[config.mk]
export PLATFORM = sky130hd
export DESIGN_NAME = spi_ram_ctrl
export DESIGN_NICKNAME = d
export VERILOG_FILES = /design/src/rtl/spi_ram_ctrl.sv
export SDC_FILE = /design/constraint.sdc
export NUM_CORES = 2
export LEC_CHECK = 0
export ABC_CLOCK_PERIOD_IN_PS = 2800
export CORE_ASPECT_RATIO = 0.75
export CORE_MARGIN = 2
export CORE_UTILIZATION = 55
export CTS_CLUSTER_SIZE = 14
export DETAILED_ROUTE_END_ITERATION = 12
export PLACE_DENSITY_LB_ADDON = 0.05
export SYNTH_ARGS = -nofsm -noshare
export SYNTH_HDL_FRONTEND = slang
export SYNTH_SLANG_ARGS = --single-unit
[constraint.sdc]
create_clock -name clk -period 2.8 [get_ports clk]
set_input_delay 0.56 -clock clk [delete_from_list [all_inputs] [get_ports clk]]
set_output_delay 0.56 -clock clk [all_outputs]
set_load 0.02 [all_outputs]
[src/rtl/spi_ram_ctrl.sv]
// spi_ram_ctrl: byte RAM behind an SPI slave. Each 10-bit frame carries a 2-bit opcode
// and an 8-bit payload. The opcodes latch a write address, write a byte, latch a read
// address, or start a read. Read bytes come back on dout with a one-cycle tx_valid pulse.
module spi_ram_ctrl #(
    parameter int unsigned MEM_DEPTH = 256,
    parameter int unsigned ADDR_SIZE = 8,
    parameter int unsigned AUTO_INC  = 1
) (
    input  logic       clk,
    input  logic       rst,
    input  logic [9:0] din,
    input  logic       rx_valid,
    output logic [7:0] dout,
    output logic       tx_valid,
    output logic       busy,
    output logic       seq_err
);

    typedef enum logic [1:0] {
        StIdle    = 2'd0,
        StRdFetch = 2'd1,
        StRdResp  = 2'd2
    } state_t;

    localparam logic [1:0] OpWrAddr = 2'b00;
    localparam logic [1:0] OpWrData = 2'b01;
    localparam logic [1:0] OpRdAddr = 2'b10;
    localparam logic [1:0] OpRdData = 2'b11;

    state_t               r_state;
    logic [ADDR_SIZE-1:0] r_wr_addr;
    logic [ADDR_SIZE-1:0] r_rd_addr;
    logic                 r_wr_armed;
    logic                 r_rd_armed;
    logic [7:0]           r_mem [MEM_DEPTH];
    logic [7:0]           r_rdata;
    logic [7:0]           r_dout;
    logic                 r_tx_valid;
    logic                 r_busy;
    logic                 r_seq_err;

    logic [1:0]           w_op;
    logic [ADDR_SIZE-1:0] w_addr;
    logic                 w_wr_en;

    assign w_op    = din[9:8];
    assign w_addr  = din[ADDR_SIZE-1:0];
    // A data write happens only for a frame accepted in idle with the write side armed.
    assign w_wr_en = rx_valid && (r_state == StIdle) && (w_op == OpWrData) && r_wr_armed;

    // Memory array and registered read port; contents survive reset.
    always_ff @(posedge clk) begin
        if (w_wr_en) begin
            r_mem[r_wr_addr] <= din[7:0];
        end
        if (r_state == StRdFetch) begin
            r_rdata <= r_mem[r_rd_addr];
        end
    end

    // Command decoder and read-response FSM with registered outputs.
    always_ff @(posedge clk or posedge rst) begin
        if (rst) begin
            r_state    <= StIdle;
            r_wr_addr  <= '0;
            r_rd_addr  <= '0;
            r_wr_armed <= 1'b0;
            r_rd_armed <= 1'b0;
            r_dout     <= 8'h00;
            r_tx_valid <= 1'b0;
            r_busy     <= 1'b0;
            r_seq_err  <= 1'b0;
        end else begin
            r_tx_valid <= 1'b0;
            r_seq_err  <= 1'b0;
            case (r_state)
                StIdle: begin
                    if (rx_valid) begin
                        unique case (w_op)
                            OpWrAddr: begin
                                r_wr_addr  <= w_addr;
                                r_wr_armed <= 1'b1;
                            end
                            OpWrData: begin
                                if (r_wr_armed) begin
                                    if (AUTO_INC != 0) begin
                                        r_wr_addr <= r_wr_addr + ADDR_SIZE'(1);
                                    end
                                end else begin
                                    r_seq_err <= 1'b1;
                                end
                            end
                            OpRdAddr: begin
                                r_rd_addr  <= w_addr;
                                r_rd_armed <= 1'b1;
                            end
                            OpRdData: begin
                                if (r_rd_armed) begin
                                    r_rd_armed <= 1'b0;
                                    r_busy     <= 1'b1;
                                    r_state    <= StRdFetch;
                                end else begin
                                    r_seq_err <= 1'b1;
                                end
                            end
                            default: ;
                        endcase
                    end
                end
                StRdFetch: begin
                    // Frames arriving while busy are dropped and flagged.
                    r_seq_err <= rx_valid;
                    r_state   <= StRdResp;
                end
                StRdResp: begin
                    r_seq_err  <= rx_valid;
                    r_dout     <= r_rdata;
                    r_tx_valid <= 1'b1;
                    r_busy     <= 1'b0;
                    r_state    <= StIdle;
                end
                default: begin
                    r_busy  <= 1'b0;
                    r_state <= StIdle;
                end
            endcase
        end
    end

    assign dout     = r_dout;
    assign tx_valid = r_tx_valid;
    assign busy     = r_busy;
    assign seq_err  = r_seq_err;

endmodule
* Word-level counts from Yosys, hierarchy flattened
Memories as Yosys holds them, arrays and structs flattened. A register that Yosys moved wholly into a read port is not among the register bits. Index checks and enable logic that the tools add are counted.
Cells by class: add/sub/neg operators 1, multipliers 0, div/mod/pow operators 0, magnitude comparators 0, equality and inequality tests 9, shift-type cells 0, mux-type cells 19, bitwise operators 1, reduce and logical (&&, ||, !) cells 14
Operators with widths (number):
- 8-bit case mux with 2 select lines | 1
- 3-bit AND reduction | 4
- 1-bit two-way mux | 9
- 8-bit by 1-bit adder with 8-bit output, second input constant | 1
- 8-bit two-way mux | 1
- 1-bit case mux with 2 select lines | 4
- 4-bit AND reduction | 2
- 2-bit equality test, second input constant | 3
- 2-bit two-way mux | 3
- 2-bit inequality test, second input constant | 3
- 2-bit by 1-bit equality test with 1-bit output, second input constant | 2
- 2-bit logical NOT | 2
- 2-bit case mux with 2 select lines | 1
- 2-bit nonzero test | 2
- 1-bit logical AND | 3
- 2-bit by 1-bit inequality test with 1-bit output, second input constant | 1
- 2-bit OR reduction | 1
- 1-bit NOT | 1
Storage, ports and cells: register bits 31, bits in latches 0, memory bits (writable) 2048, memory bits (read-only) 0, input port bits 13, word-level logic and storage cells 54, memories kept 1
Memories:
- r_mem | words 256, width 8, rd ports 1, clocked after Yosys merged registers in 1, wr ports 1, line 35 | logic [7:0] r_mem [MEM_DEPTH];

* Depth between registers and ports, before layout
word-level depth 6, depth in mapped cells 12, depth with buffers taken out 7

* Least setup slack after synthesis
No wires, ideal clock.
kind register -> register, start register r_state[0], end memory r_mem[117][0] (enable), setup time 370 ps, data arrival time 2308 ps, data required time 2430 ps, slack 122 ps, stages on the path, launching flop included 10, clock period less this slack 2678 ps, cell sequence dfrtp_1 -> inv_1 -> ha_1 -> nand2_1 -> a211oi_1 -> clkbuf_1 -> and3_1 -> nand2_1 -> clkbuf_1 -> nor2_1
On the way: word-level cells in the longest chain between the ends 6
Ends and longest elaborated chain:
- from (decl) | line 30 | state_t r_state;
- from (signal assigned) | line 64 | r_state <= StIdle;
- from (signal assigned) | line 101 | r_state <= StRdFetch;
- from (signal assigned) | line 113 | r_state <= StRdResp;
- 2-bit logical NOT | line 49 | assign w_wr_en = rx_valid && (r_state == StIdle) && (w_op == OpWrData) && r_wr_armed;
- 1-bit logical AND (3 in series) | line 49
- 1-bit two-way mux | line 53 | if (w_wr_en) begin
- 1-bit two-way mux (not written as such) | line 54 | r_mem[r_wr_addr] <= din[7:0];
- to (decl) | line 35
Every way passes these cells.

==> flow_summary.ini <==
[logic_synthesis]
yosysTopAreaCell = edfxtp_1
seq_area_frac_synth = 0.768
synth_edf_count = 2056
avgSynthCellArea_um2 = 20.9
ys_warn_count = 0
synth-seq-cells = 2087
async_reset_ff_frac = 0.0149
synth-main-ff-cell = edfxtp_1
synth_area_um2 = 81400
syn_inst = 3888
syn_nets = 3911
synthTopCellsByArea = edfxtp_1, mux4_2, mux2i_1, a22oi_1, nor2_1
synth_cell_types = 66
synth_top_area_frac = 0.759

[worst_setup_path]
crit_path_end_kind = flop
crit_arrival_ns = 3.52
crit_top_cell = buf_16
path_class = flop to flop
crit_slowest_cell = mux4_2
cp_max_fo = 11
start_kind = flop
critPathMaxStageDelay_ns = 0.56
cp_cell_sequence = buf_8 -> buf_16 -> buf_16 -> mux4_2 -> a22oi_1 -> a21oi_2 -> nor4_4 -> buf_4 -> nor4_2
worst-endpoint-required_ns = 3.36

[route]
ant_nets = 0
post-route-drc-count = 0
num_vias = 43177
drt_first_pass_iters = 6
wirelength_um = 214000
wire_per_inst_um = 31.4
vias_per_cell = 6.35
drtIter0Drc = 5944

[die]
io_pins = 24
rows = 122
initial_utilization = 0.553
die_x_um = 448
chipHeight_um = 337
fp.coreArea_um2 = 147000
die-area_um2 = 151000

[layout]
nNetsFinal = 4687
regArea_um2 = 62500
multi_input_area_um2 = 18600
drive_above_1_share = 0.361
fillers = 9669
fin_area_um2 = 97400
finalNonFillerCells = 6799
syn_to_final_growth_pct = 19.6
fin_util = 0.662

[global_routing]
antenna_found_initial = 5
grt_usage = 0.285
use_met3 = 0.0532
gr-total-overflow = 0
met1_usage = 0.439
grt_busiest_layer = met1
grt_max_degree = 96
grt_pass1_vias = 42709
grt_use_met2 = 0.427
grt_pass1_wl_um = 306000

[placed_design]
dp_hpwl_um = 138000
dp_cells = 6347
port_buffers = 23
postPlaceCellArea_um2 = 88800
place_congestion = 0.906

[pwr]
p_leak_nw = 31.7
ir_drop_v = 0.000579
p_total_mw = 92.5
pwr_density_cell_nw_per_um2 = 950

[clock_network]
cts.sinks = 2087
cts_made_buffers = 192
htree_levels = 4
cts_tree = yes
clk_pin_slew_ns = 0.06
cts_root_buf = clkbuf_16
cts_buffer_depth = 3
clkLatencyLatePin_ns = 0.83

[hold_path]
hold_path_class = input pin to flop

[timing]
rsz0062_at_grt = yes
setup_slack_ns = -0.164
min_period_ns = 2.96
setup_viol = 8
hold_slack_ns = 0.0909
fmax_ghz = 0.337
slew_viol_final = 0
finalCritPeriodShare = 1.06
slew_headroom = 0.348
hold_violations = 0
fin_skew_ns = 0.0255
tightestPinTransition_ns = 0.978

[outcome]
status = finished with violations
violations = negative setup slack

[job]
max_cap_violations = 0
-- final timing paths --
check | from | end | slack [ns] | cells past startpoint
setup / recovery | r_rd_addr[0]$_DFFE_PP0P_ | r_rdata[0]$_DFFE_PN_ | -0.16 | 9
hold / removal | din[3] | r_mem[31][3]$_DFFE_PP_ | 0.09 | 1
setup reg to reg | r_rd_addr[0]$_DFFE_PP0P_ | r_rdata[0]$_DFFE_PN_ | -0.16 | 9
hold reg to reg | r_rdata[6]$_DFFE_PN_ | dout[6]$_DFFE_PP0P_ | 0.48 | 1
max in group asynchronous | rst | r_rd_addr[0]$_DFFE_PP0P_ | 1.96 | 2
min in group asynchronous | rst | dout[4]$_DFFE_PP0P_ | 0.23 | 2
-- kinds of logic after synthesis --
kind of cell             share of synthesized area
AND/OR/NAND/NOR                             0.0267
adder cells (fa/ha/maj)                    0.00154
AO/OA/AOI/OAI                               0.0389
flip-flops                                   0.768
multiplexers                                 0.144
buffers and inverters                       0.0210
-- flip-flops by register name, summed over array words and instances (netlist names) --
name        flops
seq_err         1
r_rd_addr       8
r_rd_armed      1
r_wr_armed      1
r_mem        2048
dout            8
r_state         2
r_rdata         8
r_wr_addr       8
tx_valid        1
busy            1
-- cells in the mapped netlist (all sizes together), types with 27 or more instances --
library cell and count:
a21oi 108, buf 136, o21ai 44, edfxtp 2056
mux2i 144, dfrtp 31, nor2 274, nand2 65
a22oi 148, nand3 27, mux4 442, clkbuf 102
nor4 29, o221ai 31
-- critical path: cells and delay by family (launching register included) --
family / cells / cell delay (ns)
buffers and inverters: 4 / 0.73
muxes: 1 / 0.56
and+or+nand+nor: 2 / 0.51
DFF: 1 / 0.46
AOI/OAI and AO/OA: 2 / 0.42
-- stage by stage --
| step | setup TNS [ns] | worst slack, ns |
|---|---|---|
| floorplan | 0 | 0.122 |
| global placement | -381.13 | -0.868 |
| detailed placement | -299.16 | -0.838 |
| CTS | -0.905 | -0.153 |
| global route | -1.15 | -0.197 |
| finish | -0.949 | -0.164 |
-- layout by cell type, fill, tap and decap left out, types with 14 or more instances in the layout --
cell type | synthesis | routed
edfxtp_1 | 2056 | 2056
buf_4 | 23 | 664
mux4_2 | 419 | 421
nor2_1 | 273 | 266
clkbuf_16 | 0 | 198
mux2i_1 | 144 | 134
a22oi_1 | 148 | 94
buf_12 | 21 | 77
a21oi_1 | 108 | 73
nand2_1 | 65 | 61
a22oi_2 | 0 | 54
clkinv_1 | 1 | 48
o21ai_0 | 44 | 39
clkbuf_1 | 98 | 39
clkinv_2 | 0 | 38
a21oi_2 | 0 | 30
nand3_1 | 27 | 27
dfrtp_1 | 31 | 27
buf_6 | 17 | 25
buf_16 | 0 | 22
mux4_1 | 23 | 21
o22ai_1 | 26 | 20
mux2_2 | 18 | 18
a22o_1 | 20 | 18
o221ai_1 | 30 | 16
clkdlybuf4s50_1 | 0 | 15
nor4_4 | 0 | 14
nor4_2 | 7 | 14
o221ai_2 | 1 | 14
-- power breakdown --
part / switching, mW / internal [mW] / total (mW) / leakage, nW
logic: 17.2 / 15.2 / 32.3 / 9.99
clock network: 11.2 / 13.8 / 24.9 / 2.88
registers: 0.537 / 34.7 / 35.2 / 18.8
-- cell type report --
class | count | share of cell area
flip-flops and latches | 2087 | 0.642
multi-input cells | 1552 | 0.191
diodes | 1 | 0.0000257
inverters | 9 | 0.000347
repair buffers | 822 | 0.0811
well taps | 1984 | 0.0255
clock buffers | 236 | 0.0520
clock inverters | 108 | 0.00824
-- timing repair --
action / in CTS / in global routing
pin swaps: 45 / 47
hold buffers: 0 / 0
endpoints found under the setup margin: 16 / 151
setup buffers: 50 / 53
gates cloned: 8 / 2
gates resized for setup: 215 / 109
-- routing by layer --
layer	wire, µm	share of wire
met5	0	0
met1	91000	0.43
met2	98400	0.46
met4	4990	0.023
met3	19100	0.089
Note: power is estimated with default switching activity, not from simulation.
